**src/rtl/fixed_point_pkg.sv**
```systemverilog
// Shared fixed-point definitions for the neural-network arithmetic units
// (divider and multiplier).
//   FIXED_POINT_LENGTH / FIXED_POINT_POSITION : default word and fraction widths
//   FIXED_POINT_MAX / FIXED_POINT_MIN         : saturation limits at the default width
//   divider_state_t                           : divider FSM states
//   saturate()                                : clamp a wide signed value to a width
package fixed_point_pkg;

  localparam int FIXED_POINT_LENGTH   = 16;
  localparam int FIXED_POINT_POSITION = 10;

  localparam logic [FIXED_POINT_LENGTH-1:0] FIXED_POINT_MAX =
    {1'b0, {(FIXED_POINT_LENGTH-1){1'b1}}};
  localparam logic [FIXED_POINT_LENGTH-1:0] FIXED_POINT_MIN =
    {1'b1, {(FIXED_POINT_LENGTH-1){1'b0}}};

  typedef enum logic [1:0] {
    IDLE   = 2'd0,
    DIVIDE = 2'd1,
    FINISH = 2'd2
  } divider_state_t;

  localparam int SAT_IN_W = 64;

  // Clamp a wide signed value into the two's complement range of 'width' bits.
  // The result stays sign-extended at SAT_IN_W bits; callers truncate to width.
  function automatic logic signed [SAT_IN_W-1:0] saturate(
    input logic signed [SAT_IN_W-1:0] value,
    input int                         width
  );
    logic signed [SAT_IN_W-1:0] max_v;
    logic signed [SAT_IN_W-1:0] min_v;
    max_v = (64'sd1 <<< (width - 1)) - 64'sd1;
    min_v = -(64'sd1 <<< (width - 1));
    if (value > max_v) begin
      return max_v;
    end else if (value < min_v) begin
      return min_v;
    end
    return value;
  endfunction

endpackage

```
**src/rtl/unsigned_restoring_divider_step.sv**
```systemverilog
// One combinational step of unsigned restoring division.
//   remainder_i      : partial remainder before this step (WIDTH+1 bits)
//   next_bit_i       : next dividend bit shifted into the remainder
//   divisor_i        : divisor magnitude (WIDTH bits)
//   remainder_o      : partial remainder after the trial subtraction
//   quotient_bit_o   : 1 when the subtraction was kept
module unsigned_restoring_divider_step #(
  parameter int WIDTH = 16
) (
  input  logic [WIDTH:0]   remainder_i,
  input  logic             next_bit_i,
  input  logic [WIDTH-1:0] divisor_i,
  output logic [WIDTH:0]   remainder_o,
  output logic             quotient_bit_o
);

  // One extra bit of headroom so the shift never loses the top bit, even
  // though a well-formed remainder is always below the divisor.
  logic [WIDTH+1:0] shifted;
  logic [WIDTH+1:0] divisor_ext;

  always_comb begin
    shifted        = {remainder_i, next_bit_i};
    divisor_ext    = (WIDTH+2)'(divisor_i);
    quotient_bit_o = (shifted >= divisor_ext);
    remainder_o    = quotient_bit_o ? (WIDTH+1)'(shifted - divisor_ext)
                                    : (WIDTH+1)'(shifted);
  end

endmodule

```
**src/rtl/signed_fixed_point_divider.sv**
```systemverilog
// Iterative signed fixed-point divider:
//   quotient = (dividend << FIXED_POINT_POSITION) / divisor,
// truncated toward zero and saturated to FIXED_POINT_LENGTH bits. One quotient
// bit retires per clock using restoring division on operand magnitudes.
//
// Ports:
//   clk_in, rst_in          : clock (rising edge), async active-high reset
//   start_in                : request; accepted on an edge where ready_out=1
//   dividend_in, divisor_in : signed operands, sampled on the accept edge
//   ready_out               : a new request can be accepted this cycle
//   valid_out               : one-cycle pulse, quotient_out/div_by_zero_out valid
//   quotient_out            : saturated signed quotient, held until next result
//   div_by_zero_out         : current result came from a zero divisor
//   state_out               : FSM state (divider_state_t encoding) for observation
//
// Handshake: a request is taken on any rising edge with start_in=1 and
// ready_out=1; start_in is ignored otherwise. valid_out is high for exactly one
// cycle per accepted request, and ready_out is already high in that cycle so a
// new request can follow back-to-back.
module signed_fixed_point_divider #(
  parameter int FIXED_POINT_LENGTH   = fixed_point_pkg::FIXED_POINT_LENGTH,
  parameter int FIXED_POINT_POSITION = fixed_point_pkg::FIXED_POINT_POSITION
) (
  input  logic                          clk_in,
  input  logic                          rst_in,
  input  logic                          start_in,
  input  logic [FIXED_POINT_LENGTH-1:0] dividend_in,
  input  logic [FIXED_POINT_LENGTH-1:0] divisor_in,
  output logic                          ready_out,
  output logic                          valid_out,
  output logic [FIXED_POINT_LENGTH-1:0] quotient_out,
  output logic                          div_by_zero_out,
  output logic [1:0]                    state_out
);

  import fixed_point_pkg::*;

  localparam int N  = FIXED_POINT_LENGTH;
  localparam int P  = FIXED_POINT_POSITION;
  localparam int Q  = N + P;
  localparam int CW = $clog2(Q);
  localparam logic [CW-1:0] LAST_ITER = CW'(Q - 1);
  localparam logic [N-1:0]  SAT_MAX   = {1'b0, {(N-1){1'b1}}};
  localparam logic [N-1:0]  SAT_MIN   = {1'b1, {(N-1){1'b0}}};

  divider_state_t state_q;
  logic           ready_q;
  logic           valid_q;
  logic [N-1:0]   quotient_q;
  logic           dbz_q;

  logic           sign_q;
  logic           dividend_neg_q;
  logic           divisor_zero_q;
  logic [N-1:0]   divisor_mag_q;
  logic [Q-1:0]   dividend_sh_q;
  logic [Q-1:0]   quotient_mag_q;
  logic [N:0]     remainder_q;
  logic [CW-1:0]  iter_q;

  logic [N-1:0]   dividend_mag_d;
  logic [N-1:0]   divisor_mag_d;
  logic [N:0]     remainder_d;
  logic           quotient_bit_d;
  logic [N-1:0]   result_d;

  // Magnitude of the most negative value is 2^(N-1), which still fits in N
  // unsigned bits, so plain negation is exact here.
  always_comb begin
    dividend_mag_d = dividend_in[N-1] ? N'(-dividend_in) : dividend_in;
    divisor_mag_d  = divisor_in[N-1]  ? N'(-divisor_in)  : divisor_in;
  end

  unsigned_restoring_divider_step #(
    .WIDTH (N)
  ) u_step (
    .remainder_i    (remainder_q),
    .next_bit_i     (dividend_sh_q[Q-1]),
    .divisor_i      (divisor_mag_q),
    .remainder_o    (remainder_d),
    .quotient_bit_o (quotient_bit_d)
  );

  // Final result: re-apply sign to the magnitude, then clamp. A zero divisor
  // overrides with the limit matching the dividend's sign (zero counts as +).
  always_comb begin
    logic signed [SAT_IN_W-1:0] mag_wide;
    logic signed [SAT_IN_W-1:0] signed_wide;
    mag_wide    = $signed(SAT_IN_W'(quotient_mag_q));
    signed_wide = sign_q ? -mag_wide : mag_wide;
    result_d    = N'(saturate(signed_wide, N));
    if (divisor_zero_q) begin
      result_d = dividend_neg_q ? SAT_MIN : SAT_MAX;
    end
  end

  always_ff @(posedge clk_in or posedge rst_in) begin
    if (rst_in) begin
      state_q        <= IDLE;
      ready_q        <= 1'b1;
      valid_q        <= 1'b0;
      quotient_q     <= '0;
      dbz_q          <= 1'b0;
      sign_q         <= 1'b0;
      dividend_neg_q <= 1'b0;
      divisor_zero_q <= 1'b0;
      divisor_mag_q  <= '0;
      dividend_sh_q  <= '0;
      quotient_mag_q <= '0;
      remainder_q    <= '0;
      iter_q         <= '0;
    end else begin
      valid_q <= 1'b0;
      case (state_q)
        IDLE: begin
          ready_q <= 1'b1;
          if (start_in) begin
            sign_q         <= dividend_in[N-1] ^ divisor_in[N-1];
            dividend_neg_q <= dividend_in[N-1];
            divisor_zero_q <= (divisor_in == '0);
            divisor_mag_q  <= divisor_mag_d;
            dividend_sh_q  <= {dividend_mag_d, {P{1'b0}}};
            quotient_mag_q <= '0;
            remainder_q    <= '0;
            iter_q         <= '0;
            ready_q        <= 1'b0;
            state_q        <= DIVIDE;
          end
        end
        DIVIDE: begin
          dividend_sh_q  <= {dividend_sh_q[Q-2:0], 1'b0};
          remainder_q    <= remainder_d;
          quotient_mag_q <= {quotient_mag_q[Q-2:0], quotient_bit_d};
          iter_q         <= iter_q + CW'(1);
          if (iter_q == LAST_ITER) begin
            state_q <= FINISH;
          end
        end
        FINISH: begin
          quotient_q <= result_d;
          dbz_q      <= divisor_zero_q;
          valid_q    <= 1'b1;
          ready_q    <= 1'b1;
          state_q    <= IDLE;
        end
        default: begin
          ready_q <= 1'b1;
          state_q <= IDLE;
        end
      endcase
    end
  end

  assign ready_out       = ready_q;
  assign valid_out       = valid_q;
  assign quotient_out    = quotient_q;
  assign div_by_zero_out = dbz_q;
  assign state_out       = state_q;

endmodule

```
**config.mk**
```make
export PLATFORM = sky130hd
export DESIGN_NAME = signed_fixed_point_divider
export DESIGN_NICKNAME = d
export VERILOG_FILES = /design/src/rtl/fixed_point_pkg.sv /design/src/rtl/unsigned_restoring_divider_step.sv /design/src/rtl/signed_fixed_point_divider.sv
export SDC_FILE = /design/constraint.sdc
export NUM_CORES = 1
export LEC_CHECK = 0
export CORE_MARGIN = 1.5
export CORE_UTILIZATION = 55
export DETAILED_ROUTE_END_ITERATION = 10
export PLACE_DENSITY = 0.86
export SLEW_MARGIN = 10
export SYNTH_ARGS = -nofsm -noshare
export SYNTH_HDL_FRONTEND = slang
export SYNTH_SLANG_ARGS = --single-unit
```
**constraint.sdc**
```tcl
create_clock -name clk_in -period 4.4 [get_ports clk_in]
set_input_delay 0.44 -clock clk_in [delete_from_list [all_inputs] [get_ports clk_in]]
set_output_delay 0.44 -clock clk_in [all_outputs]
set_load 0.05 [all_outputs]
```
==> flow_summary.yaml <==
clock_tree:
  htree_levels: 3
  clk_pin_slew_ns: 0.07
  cts_setup_buffers: 0
  cts_hold_buf: 0
  numCtsBuffers: 9
  post_cts_resized: 0
  clockRootBuffer: "clkbuf_16"
  cts_sinks: 104
  insertion_delay_ns: 0.35
  cts_tree: "yes"
  clockBufferDepth: 2
final_layout:
  fin_util: 0.656
  most-common-layout-cells: "dfrtp_1 (103), nand2_1 (99), o21ai_0 (66), clkdlybuf4s50_1 (55), xor2_1 (37)"
  final_common_cell: "dfrtp_1"
  nets: 774
  drive_gt1_frac: 0.0735
  antenna_cells: 0
  area_delta_synth_final_pct: 14.7
  stdcell_area_mm2: 0.00720
sta:
  setup_violations: 0
  fin_worst_skew_ns: 0.00567
  rsz0062_at_grt: "false"
  max_freq_mhz: 289
  hold_violations: 0
  layout_setup_ws_ns: 0.939
  drv_slew: 0
  period_minus_slack_ns: 3.46
  tns_ns: 0
  relSlewSlack: 0.350
  post-route-period-util: 0.787
  worst_pin_slew_ns: 0.975
routing:
  first_pass_iters: 5
  wire_per_inst_um: 16.5
  drc: 0
  routed_wl_um: 14200
  num_vias: 5352
  vias_per_cell: 6.22
  ant_nets: 0
  drt-initial-drc-count: 385
status:
  status: "complete, no violations"
placement:
  place_area_mm2: 0.00689
  place_ws_ns: 1.01
  portBuffers: 55
  gp_congestion: 0.965
  post-dp-hpwl_um: 9990
synthesis:
  syn_inst: 686
  synth.avg_cell_area_um2: 9.15
  synth_seq_cells: 104
  synth_cell_types: 60
  ys.flop_type: "dfrtp_1"
  async_flop_share: 1.00
  yosys_warnings: 0
  seq_area_frac_synth: 0.415
  synth_edf_count: 0
  synthesis.area_mm2: 0.00628
  syn-num-nets: 744
worst_hold_path:
  min_path_type: "input pin to asynchronous set/reset pin"
global_routing:
  grt.total_usage: 0.254
  grt_pass1_wl_um: 24100
  first_global_vias: 5210
  antenna_found_initial: 0
  overflow: 0
  grt_max_degree: 69
setup_path:
  cp_max_fo: 11
  critical_path_class: "flip-flop to flip-flop"
  startpoint_type: "flip-flop"
  critPathRequiredTime_ns: 4.67
  arrival_ns: 3.73
  end_kind: "flip-flop"
die:
  fp.dieW_um: 110
  dieArea_mm2: 0.0121
  rows: 38
  design.core.area_mm2: 0.0110
  io_pins: 56
  die_y_um: 110
  start_util: 0.571
power_and_ir_drop:
  fin_total_pwr_mw: 5.71
  p_leak_nw: 3.07
  ir_worst_vdd_uv: 449
  power.density_mw_per_mm2: 794
flow_run:
  drv_cap: 0
## cell type report
cell class | instances | area [um2]
flip-flops and latches | 104 | 2600
well taps | 140 | 175
clock buffers | 9 | 225
repair buffers | 61 | 596
clock inverters | 7 | 80.1
multi-input cells | 507 | 3390
fillers | 885 | 3780
inverters | 33 | 126
## layer usage
| metal | GRT usage | vias to the layer above | wire length (um) |
|---|---|---|---|
| met1 | 0.324 | 2607 | 6140 |
| met5 | 0 | - | 0 |
| met3 | 0.0403 | 26 | 634 |
| met2 | 0.434 | 172 | 7140 |
| li1 | - | 2547 | - |
| met4 | 0.0909 | 0 | 253 |
## cell usage after synthesis, types with 2 or more instances
master	instances	share of area
a211oi_1	5	0.0060
a21o_1	4	0.0048
a21oi_1	17	0.014
a22o_1	22	0.031
a22oi_1	14	0.017
a32o_1	2	0.0032
a32oi_1	2	0.0028
buf_1	4	0.0024
buf_6	2	0.0036
clkbuf_1	35	0.021
dfrtp_1	103	0.41
ha_1	22	0.044
inv_1	33	0.020
mux2_2	2	0.0036
mux2i_1	3	0.0048
nand2_1	99	0.059
nand2b_1	17	0.017
nand3_1	11	0.0088
nand4_1	18	0.018
nor2_1	26	0.016
nor2b_1	7	0.0070
nor3_1	9	0.0072
nor4_1	8	0.0080
o211ai_1	9	0.011
o211ai_2	10	0.020
o21a_1	3	0.0036
o21ai_0	66	0.053
o221ai_1	2	0.0028
o311ai_0	8	0.011
o31a_1	2	0.0028
o31ai_1	13	0.016
o41ai_1	8	0.011
or2_2	6	0.0060
or3_1	8	0.0080
or3_4	2	0.0036
or4_1	5	0.0060
or4_4	3	0.0054
xnor2_1	18	0.025
xor2_1	37	0.052
## critical path, cell delays in order (launching register included)
cell,delay [ns]
dfrtp_1,0.45
or4_4,0.60
nor3_1,0.35
nand2_1,0.19
nor4_1,0.30
ha_1,0.22
nand4_1,0.10
nor4_1,0.35
a41oi_1,0.17
or3_4,0.45
o211ai_1,0.20
## power by group
part | leakage [nW] | internal [mW] | switching [mW] | total [mW]
clock network | 0.153 | 0.449 | 0.370 | 0.819
logic | 1.61 | 1.28 | 1.76 | 3.04
registers | 1.31 | 1.40 | 0.457 | 1.86
## cell families after synthesis
kind of cell	share of synthesized area
flops	0.415
mux	0.00837
buf+inv	0.0474
compound gates	0.229
fa+ha+maj	0.0470
xor+xnor	0.0768
simple gates	0.176
## sequential cells by signal, indices dropped and copies added, names as in the netlist, 2 cells and up
signal,flops
quotient_out,16
state_out,2
dividend_sh_q,16
quotient_mag_q,26
divisor_mag_q,16
iter_q,5
remainder_q,17
## stage by stage
stage	hold WS, ns	std cells
3_5_place_dp	0.471	845
2_1_floorplan	0.446	686
4_1_cts	0.373	861
3_3_place_gp	0.461	845
6_report	0.368	861
5_1_grt	0.389	861
## worst paths after layout
| kind | to | depth (start not counted) | slack (ns) | from |
|---|---|---|---|---|
| worst min register to register | dividend_sh_q[10]$_DFFE_PP0P_ | 2 | 0.48 | dividend_sh_q[10]$_DFFE_PP0P_ |
| min in group clk_in | dividend_sh_q[10]$_DFFE_PP0P_ | 2 | 0.48 | dividend_sh_q[10]$_DFFE_PP0P_ |
| worst max-delay path | quotient_out[13]$_DFFE_PP0P_ | 10 | 0.94 | quotient_mag_q[5]$_DFFE_PP0P_ |
| worst max register to register | quotient_out[13]$_DFFE_PP0P_ | 10 | 0.94 | quotient_mag_q[5]$_DFFE_PP0P_ |
| max in group asynchronous | state_out[1]$_DFFE_PP0P_ | 3 | 3.22 | rst_in |
| worst min-delay path | remainder_q[11]$_DFFE_PP0P_ | 2 | 0.37 | rst_in |
Power figures use the tool's default switching activity.
